===== config.mk =====
export PLATFORM = sky130hd
export DESIGN_NAME = bpsk_tx_sched
export DESIGN_NICKNAME = d
export VERILOG_FILES = /design/src/rtl/bpsk_tx_pkg.sv /design/src/rtl/bpsk_tx_stage.sv /design/src/rtl/bpsk_tx_sched.sv
export SDC_FILE = /design/constraint.sdc
export NUM_CORES = 1
export LEC_CHECK = 0
export CAP_MARGIN = 10
export CELL_PAD_IN_SITES_DETAIL_PLACEMENT = 1
export CELL_PAD_IN_SITES_GLOBAL_PLACEMENT = 1
export CORE_UTILIZATION = 41
export DETAILED_ROUTE_END_ITERATION = 10
export DONT_BUFFER_PORTS = 1
export MAX_ROUTING_LAYER = met4
export PLACE_DENSITY_LB_ADDON = 0.1
export SYNTH_ARGS = -nofsm -noshare
export SYNTH_HDL_FRONTEND = slang
export SYNTH_SLANG_ARGS = --single-unit

===== constraint.sdc =====
create_clock -name CLK -period 2.5 [get_ports CLK]
set_input_delay 0.125 -clock CLK [delete_from_list [all_inputs] [get_ports CLK]]
set_output_delay 0.125 -clock CLK [all_outputs]
set_load 0.02 [all_outputs]

===== src/rtl/bpsk_tx_pkg.sv =====
// Shared definitions for the BPSK transmit frame scheduler: chunk width,
// default preamble word and the one-hot state encoding.
package bpsk_tx_pkg;

   localparam int CHUNK_W = 128;

   // Alternating 1010... pattern, i.e. 128'hAAAA...AAAA.
   localparam logic [CHUNK_W-1:0] PRE_WORD_DEFAULT = {(CHUNK_W/2){2'b10}};

   typedef enum logic [5:0] {
      S_IDLE  = 6'b000001,
      S_PRE   = 6'b000010,
      S_PAY   = 6'b000100,
      S_POST  = 6'b001000,
      S_DRAIN = 6'b010000,
      S_GAP   = 6'b100000
   } state_t;

endpackage


===== src/rtl/bpsk_tx_stage.sv =====
// Chunk staging register between the scheduler and the BPSK mapper:
// holds one 128-bit chunk plus its valid bit, with load/ack/flush control.
module bpsk_tx_stage
   import bpsk_tx_pkg::*;
(
   input  logic               clk,
   input  logic               rst,
   input  logic               ce,
   input  logic               load,
   input  logic [CHUNK_W-1:0] din,
   input  logic               ack,
   input  logic               flush,
   output logic               valid,
   output logic [CHUNK_W-1:0] data
);

   // An acknowledge or flush always wins; a new chunk only enters an empty stage.
   always_ff @(posedge clk) begin
      if (rst) begin
         valid <= 1'b0;
         data  <= '0;
      end else if (ce) begin
         if (flush || ack) begin
            valid <= 1'b0;
         end else if (load && !valid) begin
            data  <= din;
            valid <= 1'b1;
         end
      end
   end

endmodule


===== src/rtl/bpsk_tx_sched.sv =====
// Frame scheduler in front of the BPSK IQ mapper: preamble chunks, payload
// chunks from an FWFT FIFO, drain, inter-frame gap, done pulse.
// Optional postamble chunk enabled by defining BPSK_TX_SCHED_POSTAMBLE_EN.
module bpsk_tx_sched
   import bpsk_tx_pkg::*;
#(
   parameter int                 PRE_CHUNKS = 2,
   parameter logic [CHUNK_W-1:0] PRE_WORD   = PRE_WORD_DEFAULT,
   parameter int                 GAP_CYCLES = 16
`ifdef BPSK_TX_SCHED_POSTAMBLE_EN
   ,
   parameter logic [CHUNK_W-1:0] POST_WORD  = ~PRE_WORD
`endif
) (
   input  logic               CLK,
   input  logic               RST,
   input  logic               ce,
   input  logic               start,
   input  logic [7:0]         len,
   input  logic               abort,
   output logic               busy,
   output logic               done,
   output logic               underrun,
   input  logic               fifo_empty,
   input  logic [8:0]         fifo_count,
   input  logic [CHUNK_W-1:0] fifo_dout,
   output logic               fifo_rd,
   output logic               map_valid,
   output logic [CHUNK_W-1:0] map_data,
   input  logic               map_ack,
   input  logic               map_busy
);

   localparam logic [3:0] PRE_N    = 4'(PRE_CHUNKS);
   localparam logic [7:0] GAP_LAST = 8'(GAP_CYCLES - 1);

   state_t             state;
   logic [3:0]         pre_cnt;
   logic [7:0]         len_q;
   logic [7:0]         issued;
   logic [7:0]         acked;
   logic [7:0]         gap_cnt;

   logic               chunk_ack;
   logic               abort_now;
   logic               start_ok;
   logic               stage_load;
   logic               stage_flush;
   logic               pay_load;
   logic               starve;
   logic [CHUNK_W-1:0] stage_din;

   assign chunk_ack   = map_ack & map_valid;
   assign abort_now   = abort & (state != S_IDLE);
   assign start_ok    = start & (len != 8'd0) & ({1'b0, len} <= fifo_count);
   assign stage_flush = abort_now | (state == S_DRAIN);

   // Decide what, if anything, goes into the empty staging register this cycle.
   always_comb begin
      stage_load = 1'b0;
      stage_din  = PRE_WORD;
      pay_load   = 1'b0;
      starve     = 1'b0;
      case (state)
         S_PRE: begin
            stage_load = !map_valid && (pre_cnt < PRE_N);
         end
         S_PAY: begin
            if (!map_valid && (issued < len_q)) begin
               if (fifo_empty) begin
                  starve = 1'b1;
               end else begin
                  pay_load   = 1'b1;
                  stage_load = 1'b1;
                  stage_din  = fifo_dout;
               end
            end
         end
`ifdef BPSK_TX_SCHED_POSTAMBLE_EN
         S_POST: begin
            stage_load = !map_valid;
            stage_din  = POST_WORD;
         end
`endif
         default: begin
            stage_load = 1'b0;
         end
      endcase
      if (abort_now) begin
         stage_load = 1'b0;
         pay_load   = 1'b0;
         starve     = 1'b0;
      end
   end

   assign fifo_rd = ce & ~RST & pay_load;
   assign done    = ce & ~RST & ~abort & (state == S_GAP) & (gap_cnt == GAP_LAST);
   assign busy    = (state != S_IDLE);

   bpsk_tx_stage u_stage (
      .clk   (CLK),
      .rst   (RST),
      .ce    (ce),
      .load  (stage_load),
      .din   (stage_din),
      .ack   (chunk_ack),
      .flush (stage_flush),
      .valid (map_valid),
      .data  (map_data)
   );

   // Frame sequencing; abort from any active state restarts the drain/gap tail.
   always_ff @(posedge CLK) begin
      if (RST) begin
         state    <= S_IDLE;
         pre_cnt  <= '0;
         len_q    <= '0;
         issued   <= '0;
         acked    <= '0;
         gap_cnt  <= '0;
         underrun <= 1'b0;
      end else if (ce) begin
         if (abort_now) begin
            state   <= S_DRAIN;
            gap_cnt <= '0;
         end else begin
            case (state)
               S_IDLE: begin
                  if (start_ok) begin
                     len_q    <= len;
                     pre_cnt  <= '0;
                     issued   <= '0;
                     acked    <= '0;
                     gap_cnt  <= '0;
                     underrun <= 1'b0;
                     state    <= S_PRE;
                  end
               end
               S_PRE: begin
                  if (chunk_ack) begin
                     pre_cnt <= pre_cnt + 4'd1;
                     if (pre_cnt + 4'd1 == PRE_N) begin
                        state <= S_PAY;
                     end
                  end
               end
               S_PAY: begin
                  if (pay_load) begin
                     issued <= issued + 8'd1;
                  end
                  if (starve) begin
                     underrun <= 1'b1;
                     state    <= S_DRAIN;
                  end else if (chunk_ack) begin
                     acked <= acked + 8'd1;
                     if (acked + 8'd1 == len_q) begin
`ifdef BPSK_TX_SCHED_POSTAMBLE_EN
                        state <= S_POST;
`else
                        state <= S_DRAIN;
`endif
                     end
                  end
               end
`ifdef BPSK_TX_SCHED_POSTAMBLE_EN
               S_POST: begin
                  if (chunk_ack) begin
                     state <= S_DRAIN;
                  end
               end
`endif
               S_DRAIN: begin
                  if (!map_busy) begin
                     gap_cnt <= '0;
                     state   <= S_GAP;
                  end
               end
               S_GAP: begin
                  if (gap_cnt == GAP_LAST) begin
                     state <= S_IDLE;
                  end else begin
                     gap_cnt <= gap_cnt + 8'd1;
                  end
               end
               default: begin
                  state <= S_IDLE;
               end
            endcase
         end
      end
   end

endmodule

**Yosys cells after proc, flatten, opt, wreduce, memory -nomap -nowiden**

Index checks and enable logic that the tools add are counted.

- Div/mod/pow operators: 0
- Bitwise operators: 14
- Reduce and logical (&&, ||, !) cells: 19
- Shift operators: 0
- Muxes and demuxes: 41
- Add/sub/neg operators: 4
- Equality and inequality tests: 23
- Magnitude comparators: 3
- Multipliers: 0

Operator list:

| cell | count |
|---|---|
| 2-to-1 mux 128 bit | 3 |
| 2-to-1 mux 8 bit | 7 |
| 2-to-1 mux 6 bit | 9 |
| one-hot mux 8 bit (2 select lines) | 2 |
| one-hot mux 6 bit (5 select lines) | 1 |
| adder 8 x 1 -> 8 bit (second input constant) | 3 |
| one-hot mux 8 bit (3 select lines) | 1 |
| AND reduction 5 bit | 4 |
| 2-to-1 mux 1 bit | 13 |
| != test 3 bit (second input constant) | 4 |
| AND 1 bit | 9 |
| less-or-equal comparator 8 x 9 -> 1 bit | 1 |
| == test 8 x 4 -> 1 bit (second input constant) | 1 |
| == test 8 bit | 1 |
| < comparator 8 bit | 1 |
| 2-to-1 mux 4 bit | 2 |
| != test 2 bit (second input constant) | 4 |
| one-hot mux 4 bit (2 select lines) | 1 |
| AND reduction 8 bit | 1 |
| nonzero test 8 bit | 1 |
| == test 6 x 1 -> 1 bit (second input constant) | 1 |
| == test 6 x 2 -> 1 bit (second input constant) | 1 |
| == test 6 x 3 -> 1 bit (second input constant) | 1 |
| == test 6 x 5 -> 1 bit (second input constant) | 1 |
| other kinds (21) | 31 |

- Output and inout bits: 133
- Memory bits (writable): 0
- Flip-flop bits (word level): 172
- Bits in read-only memories: 0
- Input bits: 153
- Logic and storage cells: 113
- Bits in latches: 0
- Memories: 0

**Longest topological paths before layout**

Gate-level depths: netlist of run 1.

- Word-level depth: 8
- Gate-level depth with buffers: 11
- Mapped depth without buffers: 9

**By module**

A second synthesis of run 1 with hierarchy kept.

- Cell total of the unflattened synthesis: 1070
- Area total of the unflattened synthesis: 9795.6 µm²

By module, submodules not included:

| module | seq. area each (µm²) | area each (µm²) | cells an instance | times used |
|---|---|---|---|---|
| bpsk_tx_stage | 2582.5 | 5884.4 | 560 | 1 |
| bpsk_tx_sched | 840.8 | 3911.3 | 510 | 1 |

**Worst setup path before layout of run 1**

No wires, ideal clock.

- Kind: register -> register
- Start point: reg len_q[6]
- End point: reg u_stage.data[10]
- Required time: 2.440 ns
- Library setup time: 0.060 ns
- Period minus slack after synthesis: 2.574 ns
- Buffers on the path: 1
- Slack: -0.074 ns
- Stages on the path, launching flop included: 9
- Data arrival time: 2.514 ns
- Cell sequence: dfxtp_1 inv_1 ha_1 a21o_1 a2111oi_1 nand4b_1 nor4b_2 clkbuf_1 a22o_1

- Word-level cells in the longest chain between the ends: 7
- Elaborated cells between the ends (all ways): 9
- Classes of those cells: 1 x order compare; 5 x mux; 3 x reduce/logical

Ends and longest elaborated chain:

| element | line | source |
|---|---|---|
| start, declared | bpsk_tx_sched.sv:39 | `logic [7:0] len_q;` |
| start signal, assigned | bpsk_tx_sched.sv:130 | `len_q <= len;` |
| < comparator 8 bit (*) | bpsk_tx_sched.sv:69 | `if (!map_valid && (issued < len_q)) begin` |
| logical AND 1 bit (*) | bpsk_tx_sched.sv:69 |  |
| 2-to-1 mux 1 bit | bpsk_tx_sched.sv:69 |  |
| one-hot mux 1 bit (2 select lines) | bpsk_tx_sched.sv:64 | `case (state)` |
| 2-to-1 mux 1 bit | bpsk_tx_sched.sv:89 | `if (abort_now) begin` |
| logical AND 1 bit | bpsk_tx_stage.sv:25 | `end else if (load && !valid) begin` |
| AND reduction 3 bit (no source line) | -- |  |
| end signal, assigned | bpsk_tx_stage.sv:26 | `data <= din;` |
| end, declared | bpsk_tx_stage.sv:14 | `output logic [CHUNK_W-1:0] data` |

Every way passes the cells marked *; elsewhere a longest branch is shown, timed or not.
A chain may end at the register's enable or synchronous reset.

**Worst setup path after layout of run 1**

- Start point: reg len_q[4]
- End point: reg u_stage.data[53]

Same word-level chain as after synthesis.

==> results of run 1 <==
[critical path: stages, from the launching register on]
cell and delay (ps):
dfxtp_2 330, inv_2 40, ha_4 240, a21oi_4 170, nor2_4 50, a2111oi_4 290
nand4b_1 160, buf_6 150, buf_4 130, a21oi_4 160, buf_12 120, buf_12 130
clkbuf_16 160, nor2_1 50, nor3_1 250
[power groups by stage]
stage | Combinational (mW) | Sequential (mW) | Clock, mW
after global routing | 0.740 | 2.83 | 2.79
after detailed placement | 0.355 | 2.88 | 0
after global placement | 0.336 | 2.88 | 0
after floorplan | 0.301 | 2.86 | 0
after CTS | 0.465 | 2.82 | 2.64
final | 0.695 | 2.82 | 2.63
[registers in the layout, indices dropped and copies added, names as in the netlist]
| name | count |
|---|---|
| u_stage.data | 128 |
| acked | 8 |
| gap_cnt | 8 |
| issued | 8 |
| len_q | 8 |
| state | 5 |
| pre_cnt | 4 |
| u_stage.valid | 1 |
| underrun | 1 |
[what timing repair did]
action	CTS	global route
pin swaps	11	38
setup buffers	10	7
setup endpoints to repair	71	149
cloned	4	14
resized for setup	27	30
hold endpoints to repair	162	97
hold buffers	66	75
[Yosys cell counts (all sizes together) (4+ instances only)]
cell,instances
nor3,77
ha,20
nand3,13
nor2b,4
nor2,180
nand3b,6
nand2b,4
a22o,64
or4,8
inv,23
a31oi,5
buf,19
and3,6
nand2,18
mux2i,10
xor2,4
or3,6
clkbuf,34
nand4b,5
dfxtp,171
o21ai,31
a21oi,30
xnor2,14
a211oi,4
[metal layers]
layer	up-vias	part of all wire, %	track usage [%]	wire (microns)
met4	0	3.7	12.77	1032
met3	76	6.0	7.510	1692
li1	3139	-	-	-
met1	3404	37	28.74	10560
met5	-	0	-	0
met2	289	53	47.64	14910
[final timing paths]
| path | from | endpoint | slack, ps |
|---|---|---|---|
| worst min register to register | gap_cnt[1] | gap_cnt[1] | 490 |
| worst max register to register | len_q[4] | u_stage.data[53] | -30 |
| worst min-delay path | map_ack | u_stage.valid | 5 |
| worst max-delay path | len_q[4] | u_stage.data[53] | -30 |
[through the flow]
step,cell area (sq um),cells,util [%]
finish,10130,1201,60.88
floorplan,7032,795,-
global placement,7402,996,44.48
detailed placement,7402,996,44.48
global route,10130,1201,60.88
CTS,8960,1108,53.84
[final cells by class]
| cell class | instances | share of cell area (%) |
|---|---|---|
| clock buffers | 17 | 4.199 |
| flip-flops and latches | 171 | 33.95 |
| repair buffers | 204 | 22.04 |
| inverters | 23 | 0.8521 |
| well taps | 220 | 2.717 |
| clock inverters | 15 | 1.482 |
| diodes | 2 | 0.04939 |
| multi-input cells | 549 | 34.71 |
[logic make-up (layout without fill, tap and decap cells)]
family | count (synthesis) | in the layout | synth area share [%]
simple gates | 344 | 344 | 23.06
flops | 171 | 171 | 48.73
compound gates | 155 | 156 | 16.22
buf+inv | 76 | 259 | 4.595
fa+ha+maj | 20 | 20 | 3.562
xor+xnor | 18 | 18 | 2.244
mux | 11 | 11 | 1.585
other cells | 0 | 2 | 0
[cell usage in the layout (no fill, tap or decap), types with 10 or more instances in the layout]
cell	netlist	routed
a22o_1	64	64
nor3_1	76	71
buf_4	1	39
dfxtp_1	171	158
nand2_1	17	17
inv_1	23	19
dfxtp_2	0	13
mux2i_1	10	10
xnor2_1	14	14
o21ai_0	29	28
clkbuf_16	0	24
a21oi_1	30	28
ha_1	20	14
dlygate4sd3_1	0	140
nand3_1	13	12
nor2_1	179	172
==> impl_metrics.prom, run 1 <==
# TYPE chip_impl_metric gauge
chip_impl_metric{name="cap_viol_max_count",unit=""} 0
chip_impl_metric{name="max_slew.worst_pin.slew",unit="ps"} 742.3
chip_impl_metric{name="peak_clock_frequency_supported_by_timing",unit="MHz"} 394.8
chip_impl_metric{name="timing.critical_path.arrival",unit="ps"} 2860
chip_impl_metric{name="pre_cts_ws",unit="ps"} -99.97
chip_impl_metric{name="die_width",unit="microns"} 132.9
chip_impl_metric{name="hpwl_after_detailed_placement",unit="microns"} 14580
chip_impl_info{name="synthTopCellsByArea",value="dfxtp_1 49%, nor2_1 9.6%, a22o_1 8.0%"} 1
chip_impl_metric{name="grt-ovfl-total",unit=""} 0
chip_impl_info{name="synth_ff_type",value="dfxtp_1"} 1
chip_impl_metric{name="net-switching-power",unit="mW"} 1.699
chip_impl_metric{name="grt_antenna_before_repair",unit=""} 2
chip_impl_metric{name="timing.final.ws_setup",unit="ps"} -32.64
chip_impl_metric{name="global_route_wire_length_before_repair",unit="microns"} 36860
chip_impl_metric{name="grtUsageTotal",unit="%"} 27.43
chip_impl_metric{name="yosysWarningCount",unit=""} 0
chip_impl_metric{name="drt_wl_total",unit="microns"} 28200
chip_impl_metric{name="period_needed",unit="ps"} 2533
chip_impl_metric{name="postSynthCellCount",unit=""} 795
chip_impl_metric{name="tns",unit="ps"} -103.6
chip_impl_metric{name="reg2reg_depth",unit=""} 14
chip_impl_metric{name="synth_edf_count",unit=""} 0
chip_impl_info{name="violations",value="setup timing"} 1
chip_impl_metric{name="clock-sinks",unit=""} 171
chip_impl_metric{name="leakage",unit="nW"} 3.946
chip_impl_metric{name="highest_net_fanout_along_the_worst_path",unit=""} 8
chip_impl_metric{name="vias_in_the_first_global_route",unit=""} 6892
chip_impl_metric{name="postSynthAreaPerCell",unit="sq um"} 8.837
chip_impl_info{name="path_class_of_the_lowest_slack_min_delay_path",value="primary input to flop"} 1
chip_impl_metric{name="part_of_the_total_power_dissipated_in_sequential_elements",unit="%"} 45.9
chip_impl_metric{name="area_growth_syn_to_layout",unit="%"} 44.22
chip_impl_info{name="status",value="finished with violations"} 1
chip_impl_metric{name="final_antenna_net_count",unit=""} 0
chip_impl_metric{name="finalSetupViolCount",unit=""} 6
chip_impl_metric{name="drcViolationCount",unit=""} 0
chip_impl_metric{name="ir_worst_vdd",unit="mV"} 0.4778
chip_impl_metric{name="rows",unit=""} 47
chip_impl_metric{name="post_drt_wl_per_cell",unit="microns"} 23.48
chip_impl_metric{name="power.density_cell_area",unit="nW/um^2"} 606.5
chip_impl_info{name="timing.setup.critical_path_class",value="flop to flop"} 1
chip_impl_metric{name="timing.max_slew.rel_slack",unit="%"} 50.10
chip_impl_metric{name="drt-pass1-iter-count",unit=""} 6
chip_impl_metric{name="core-area",unit="sq um"} 16640
chip_impl_metric{name="worstPathRequired",unit="ps"} 2830
chip_impl_metric{name="filler_cell_count",unit=""} 1796
chip_impl_info{name="synth_top_area_cell",value="dfxtp_1"} 1
chip_impl_metric{name="synthDominantCellAreaShare",unit="%"} 48.73
chip_impl_metric{name="final_slew_violations",unit=""} 0
chip_impl_metric{name="place_congestion",unit=""} 0.8127
chip_impl_metric{name="io_pins",unit=""} 286
chip_impl_metric{name="post_route_cells_drive_above_1_share",unit="%"} 16.14
chip_impl_metric{name="layout.nets",unit=""} 1139
chip_impl_info{name="tritoncts",value="built"} 1
chip_impl_metric{name="hold-worst-slack",unit="ps"} 5.140
chip_impl_metric{name="clkLatencyLatePin",unit="ps"} 440
chip_impl_metric{name="pin_count_of_the_biggest_net_entering_global_routing",unit=""} 104
chip_impl_metric{name="multi_input_comb_area",unit="sq um"} 3517
chip_impl_metric{name="die_footprint",unit="sq um"} 17660
chip_impl_metric{name="cts_inserted_buffers",unit=""} 17
chip_impl_metric{name="finalClockSkew",unit="ps"} 23.30
chip_impl_info{name="element_type_at_the_critical_path_start",value="flop"} 1
chip_impl_metric{name="hold-path-cell-count",unit=""} 3
chip_impl_metric{name="hold_viol",unit=""} 0
chip_impl_metric{name="die_height",unit="microns"} 132.9
chip_impl_metric{name="area.sequential",unit="sq um"} 3440
chip_impl_metric{name="postSynthNetCount",unit=""} 968
chip_impl_metric{name="netlist-cell-type-count",unit=""} 64
chip_impl_info{name="cts_root_buf",value="clkbuf_16"} 1
chip_impl_metric{name="timing.final.crit_share",unit="%"} 101.3
chip_impl_metric{name="drtIter0Drc",unit=""} 317
chip_impl_metric{name="port-buffer-count",unit=""} 0
chip_impl_metric{name="post-layout-total-power",unit="mW"} 6.146
chip_impl_metric{name="num_vias",unit=""} 6908
chip_impl_metric{name="seq_area_frac_synth",unit="%"} 48.73
chip_impl_metric{name="clock_path_buffers",unit=""} 2
chip_impl_metric{name="switching_share",unit="%"} 27.64
chip_impl_metric{name="power.combinational.fraction",unit="%"} 11.3
chip_impl_metric{name="power_frac_clock",unit="%"} 42.8
chip_impl_metric{name="power.internal",unit="mW"} 4.447
chip_impl_metric{name="cts-htree-levels",unit=""} 4
chip_impl_metric{name="start_util",unit="%"} 42.21
chip_impl_info{name="crit_path_end_kind",value="flop"} 1
chip_impl_metric{name="detail_route.vias_per_cell",unit=""} 5.752
chip_impl_metric{name="register_bit_total_from_synthesis",unit=""} 171
chip_impl_metric{name="syn-cell-area",unit="sq um"} 7025
chip_impl_info{name="rsz0062_at_grt",value="yes"} 1
chip_impl_metric{name="asyncSetResetFlopFracSynth",unit="%"} 0
chip_impl_metric{name="clk_pin_slew_worst_paths",unit="ps"} 70
Note: power is estimated with default switching activity, not from simulation.
==> inputs of run 2 (changes only) <==
==> constraint.sdc (replaced) <==
create_clock -name CLK -period 2.1 [get_ports CLK]
set_input_delay 0.105 -clock CLK [delete_from_list [all_inputs] [get_ports CLK]]
set_output_delay 0.105 -clock CLK [all_outputs]
set_load 0.02 [all_outputs]
==> run 2 against run 1 <==
  * The run ends with hold timing, setup timing left
  * Global-route usage grew 2.2 points
  * Critical path depth fell by 1
  * Largest cell class unchanged
  * Total power rose by 21%
  * Core utilization rose by 1.1 points
  * Setup slack worse by 440 ps
  * Die area unchanged
  * Sequential power up 18%
  * Worst hold slack lost 280 ps
  * Wire length is 1.4% higher
  * First-iteration DRC count is 7.3% higher
  * Sequential share of layout area is 0.63 points lower
==> impl_metrics.prom, run 2 (synthesized netlist as in run 1, its figures left out) <==
# TYPE chip_impl_metric gauge
chip_impl_metric{name="switching_share",unit="%"} 27.79
chip_impl_metric{name="tns",unit="ps"} -54150
chip_impl_metric{name="vias_in_the_first_global_route",unit=""} 7015
chip_impl_metric{name="wl_met2",unit="microns"} 15260
chip_impl_info{name="largest-register",value="u_stage.data"} 1
chip_impl_metric{name="drt-pass1-iter-count",unit=""} 4
chip_impl_metric{name="power.internal",unit="mW"} 5.388
chip_impl_metric{name="die_footprint",unit="sq um"} 17660
chip_impl_metric{name="power.combinational.fraction",unit="%"} 13.0
chip_impl_info{name="tritoncts",value="built"} 1
chip_impl_metric{name="clock_path_buffers",unit=""} 2
chip_impl_metric{name="rows",unit=""} 47
chip_impl_metric{name="start_util",unit="%"} 42.21
chip_impl_metric{name="detail_route.vias_per_cell",unit=""} 5.842
chip_impl_metric{name="cts_inserted_buffers",unit=""} 17
chip_impl_metric{name="final_slew_violations",unit=""} 0
chip_impl_metric{name="drcViolationCount",unit=""} 0
chip_impl_info{name="layout.cells.most_common",value="nor2_1"} 1
chip_impl_metric{name="clock-sinks",unit=""} 171
chip_impl_metric{name="pin_count_of_the_biggest_net_entering_global_routing",unit=""} 104
chip_impl_metric{name="part_of_the_total_power_dissipated_in_sequential_elements",unit="%"} 44.8
chip_impl_metric{name="drtIter0Drc",unit=""} 340
chip_impl_info{name="path_class_of_the_lowest_slack_min_delay_path",value="primary input to flop"} 1
chip_impl_metric{name="detailroute.wirelength.met3",unit="microns"} 1659
chip_impl_info{name="status",value="finished with violations"} 1
chip_impl_metric{name="hold-worst-slack",unit="ps"} -271.2
chip_impl_metric{name="port-buffer-count",unit=""} 0
chip_impl_metric{name="cap_viol_max_count",unit=""} 0
chip_impl_metric{name="timing.critical_path.arrival",unit="ps"} 2880
chip_impl_metric{name="global_route_wire_length_before_repair",unit="microns"} 39460
chip_impl_metric{name="io_pins",unit=""} 286
chip_impl_metric{name="grtUsageTotal",unit="%"} 29.63
chip_impl_info{name="timing.setup.critical_path_class",value="flop to flop"} 1
chip_impl_metric{name="post_drt_wl_per_cell",unit="microns"} 24.08
chip_impl_info{name="cts_root_buf",value="clkbuf_16"} 1
chip_impl_metric{name="cts-htree-levels",unit=""} 4
chip_impl_metric{name="hold_viol",unit=""} 97
chip_impl_metric{name="place_congestion",unit=""} 0.9045
chip_impl_metric{name="clkLatencyLatePin",unit="ps"} 430
chip_impl_metric{name="wl_met1",unit="microns"} 11050
chip_impl_metric{name="largest_register_ff_count",unit=""} 128
chip_impl_metric{name="die_height",unit="microns"} 132.9
chip_impl_metric{name="highest_net_fanout_along_the_worst_path",unit=""} 12
chip_impl_info{name="element_type_at_the_critical_path_start",value="flop"} 1
chip_impl_metric{name="grt_antenna_before_repair",unit=""} 0
chip_impl_metric{name="timing.final.ws_setup",unit="ps"} -469.4
chip_impl_metric{name="timing.max_slew.rel_slack",unit="%"} 67.78
chip_impl_metric{name="antenna_cells",unit=""} 0
chip_impl_metric{name="hold_buffer_count_at_cts",unit=""} 66
chip_impl_metric{name="power.density_cell_area",unit="nW/um^2"} 723.0
chip_impl_metric{name="max_slew.worst_pin.slew",unit="ps"} 478.2
chip_impl_info{name="final_cell_mix",value="168 x nor2_1, 159 x dfxtp_1, 78 x buf_4"} 1
chip_impl_metric{name="period_needed",unit="ps"} 2569
chip_impl_metric{name="net-switching-power",unit="mW"} 2.073
chip_impl_info{name="rsz0062_at_grt",value="yes"} 1
chip_impl_metric{name="power_frac_clock",unit="%"} 42.2
chip_impl_metric{name="layout.nets",unit=""} 1127
chip_impl_metric{name="hpwl_after_detailed_placement",unit="microns"} 15460
chip_impl_metric{name="final_antenna_net_count",unit=""} 0
chip_impl_metric{name="peak_clock_frequency_supported_by_timing",unit="MHz"} 389.2
chip_impl_metric{name="post_route_cells_drive_above_1_share",unit="%"} 27.51
chip_impl_metric{name="core-area",unit="sq um"} 16640
chip_impl_metric{name="finalClockSkew",unit="ps"} 17.67
chip_impl_metric{name="area_growth_syn_to_layout",unit="%"} 46.91
chip_impl_metric{name="timing.final.crit_share",unit="%"} 122.4
chip_impl_info{name="top_layer_used",value="met4"} 1
chip_impl_metric{name="finalSetupViolCount",unit=""} 170
chip_impl_metric{name="ir_worst_vdd",unit="mV"} 0.6217
chip_impl_metric{name="clk_pin_slew_worst_paths",unit="ps"} 80
chip_impl_metric{name="num_vias",unit=""} 6934
chip_impl_metric{name="die_width",unit="microns"} 132.9
chip_impl_metric{name="drt_wl_total",unit="microns"} 28590
chip_impl_info{name="crit_path_end_kind",value="flop"} 1
chip_impl_metric{name="layout.cells.non_filler",unit=""} 1187
chip_impl_metric{name="placed_cells",unit=""} 1046
chip_impl_info{name="violations",value="hold timing, setup timing"} 1
chip_impl_metric{name="leakage",unit="nW"} 4.001
chip_impl_metric{name="filler_cell_count",unit=""} 1795
chip_impl_metric{name="worstPathRequired",unit="ps"} 2410
chip_impl_metric{name="grt-ovfl-total",unit=""} 0
run 2: power groups by stage:
stage                     Sequential, mW  Clock [mW]  Combinational [mW]
after floorplan                     3.41           0               0.395
after detailed placement            3.41           0               0.552
after CTS                           3.34        3.15               0.760
after global routing                3.34        3.31                1.02
after global placement              3.41           0               0.525
final                               3.34        3.15               0.973
run 2: cell type report:
type                            count  area [sq um]  area share, %
Clock buffer                       18         429.2          4.158
Multi-Input combinational cell    550          3850          37.30
Inverter                           23         86.33         0.8365
Sequential cell                   171          3438          33.31
Clock inverter                     14         153.9          1.491
Tap cell                          220         275.3          2.667
Timing Repair Buffer              191          2088          20.23
run 2: repair_timing:
item                                    CTS  global route
endpoints found under the hold margin   162            98
endpoints found under the setup margin  164           166
pin swaps                                16            52
setup buffers                            10            19
cloned                                    5            12
gates resized for setup                  41            96
run 2: per-stage QoR:
stage                     hold slack (ps)  instance area [sq um]  worst slack (ps)  power, mW  util (%)
after floorplan                     237.6                   7292            -188.9      3.803         -
after global placement              183.6                   7906            -301.7      3.937     47.51
after detailed placement            184.8                   7906            -467.4      3.967     47.51
after CTS                          -274.7                   9574            -459.6      7.251     57.53
after global routing               -290.0                  10320            -527.0      7.682     62.02
final                              -271.2                  10320            -469.4      7.462     62.02
run 2: critical path, stage by stage, from the launching register on:
cell and delay (ps):
dfxtp_2 350, inv_2 50, ha_4 210, a21o_1 180, a2111oi_4 320, nand4b_1 160
buf_6 150, buf_4 140, a21oi_4 130, buf_12 170, nor2_4 70, buf_12 140
clkbuf_16 170, a22o_1 200
run 2: routing by layer:
layer	up-vias	track usage [%]
met4	0	9.515
met3	44	6.820
met5	-	-
li1	3117	-
met2	287	53.17
met1	3486	32.05
run 2: path summary, 6_finish.rpt:
| check | from | end | slack (ps) | cells past startpoint |
|---|---|---|---|---|
| max | len_q[6] | u_stage.data[96] | -470 | 13 |
| min | RST | len_q[0] | -270 | 1 |
| max reg2reg | len_q[6] | u_stage.data[96] | -470 | 13 |
| min reg2reg | gap_cnt[2] | gap_cnt[2] | 530 | 2 |
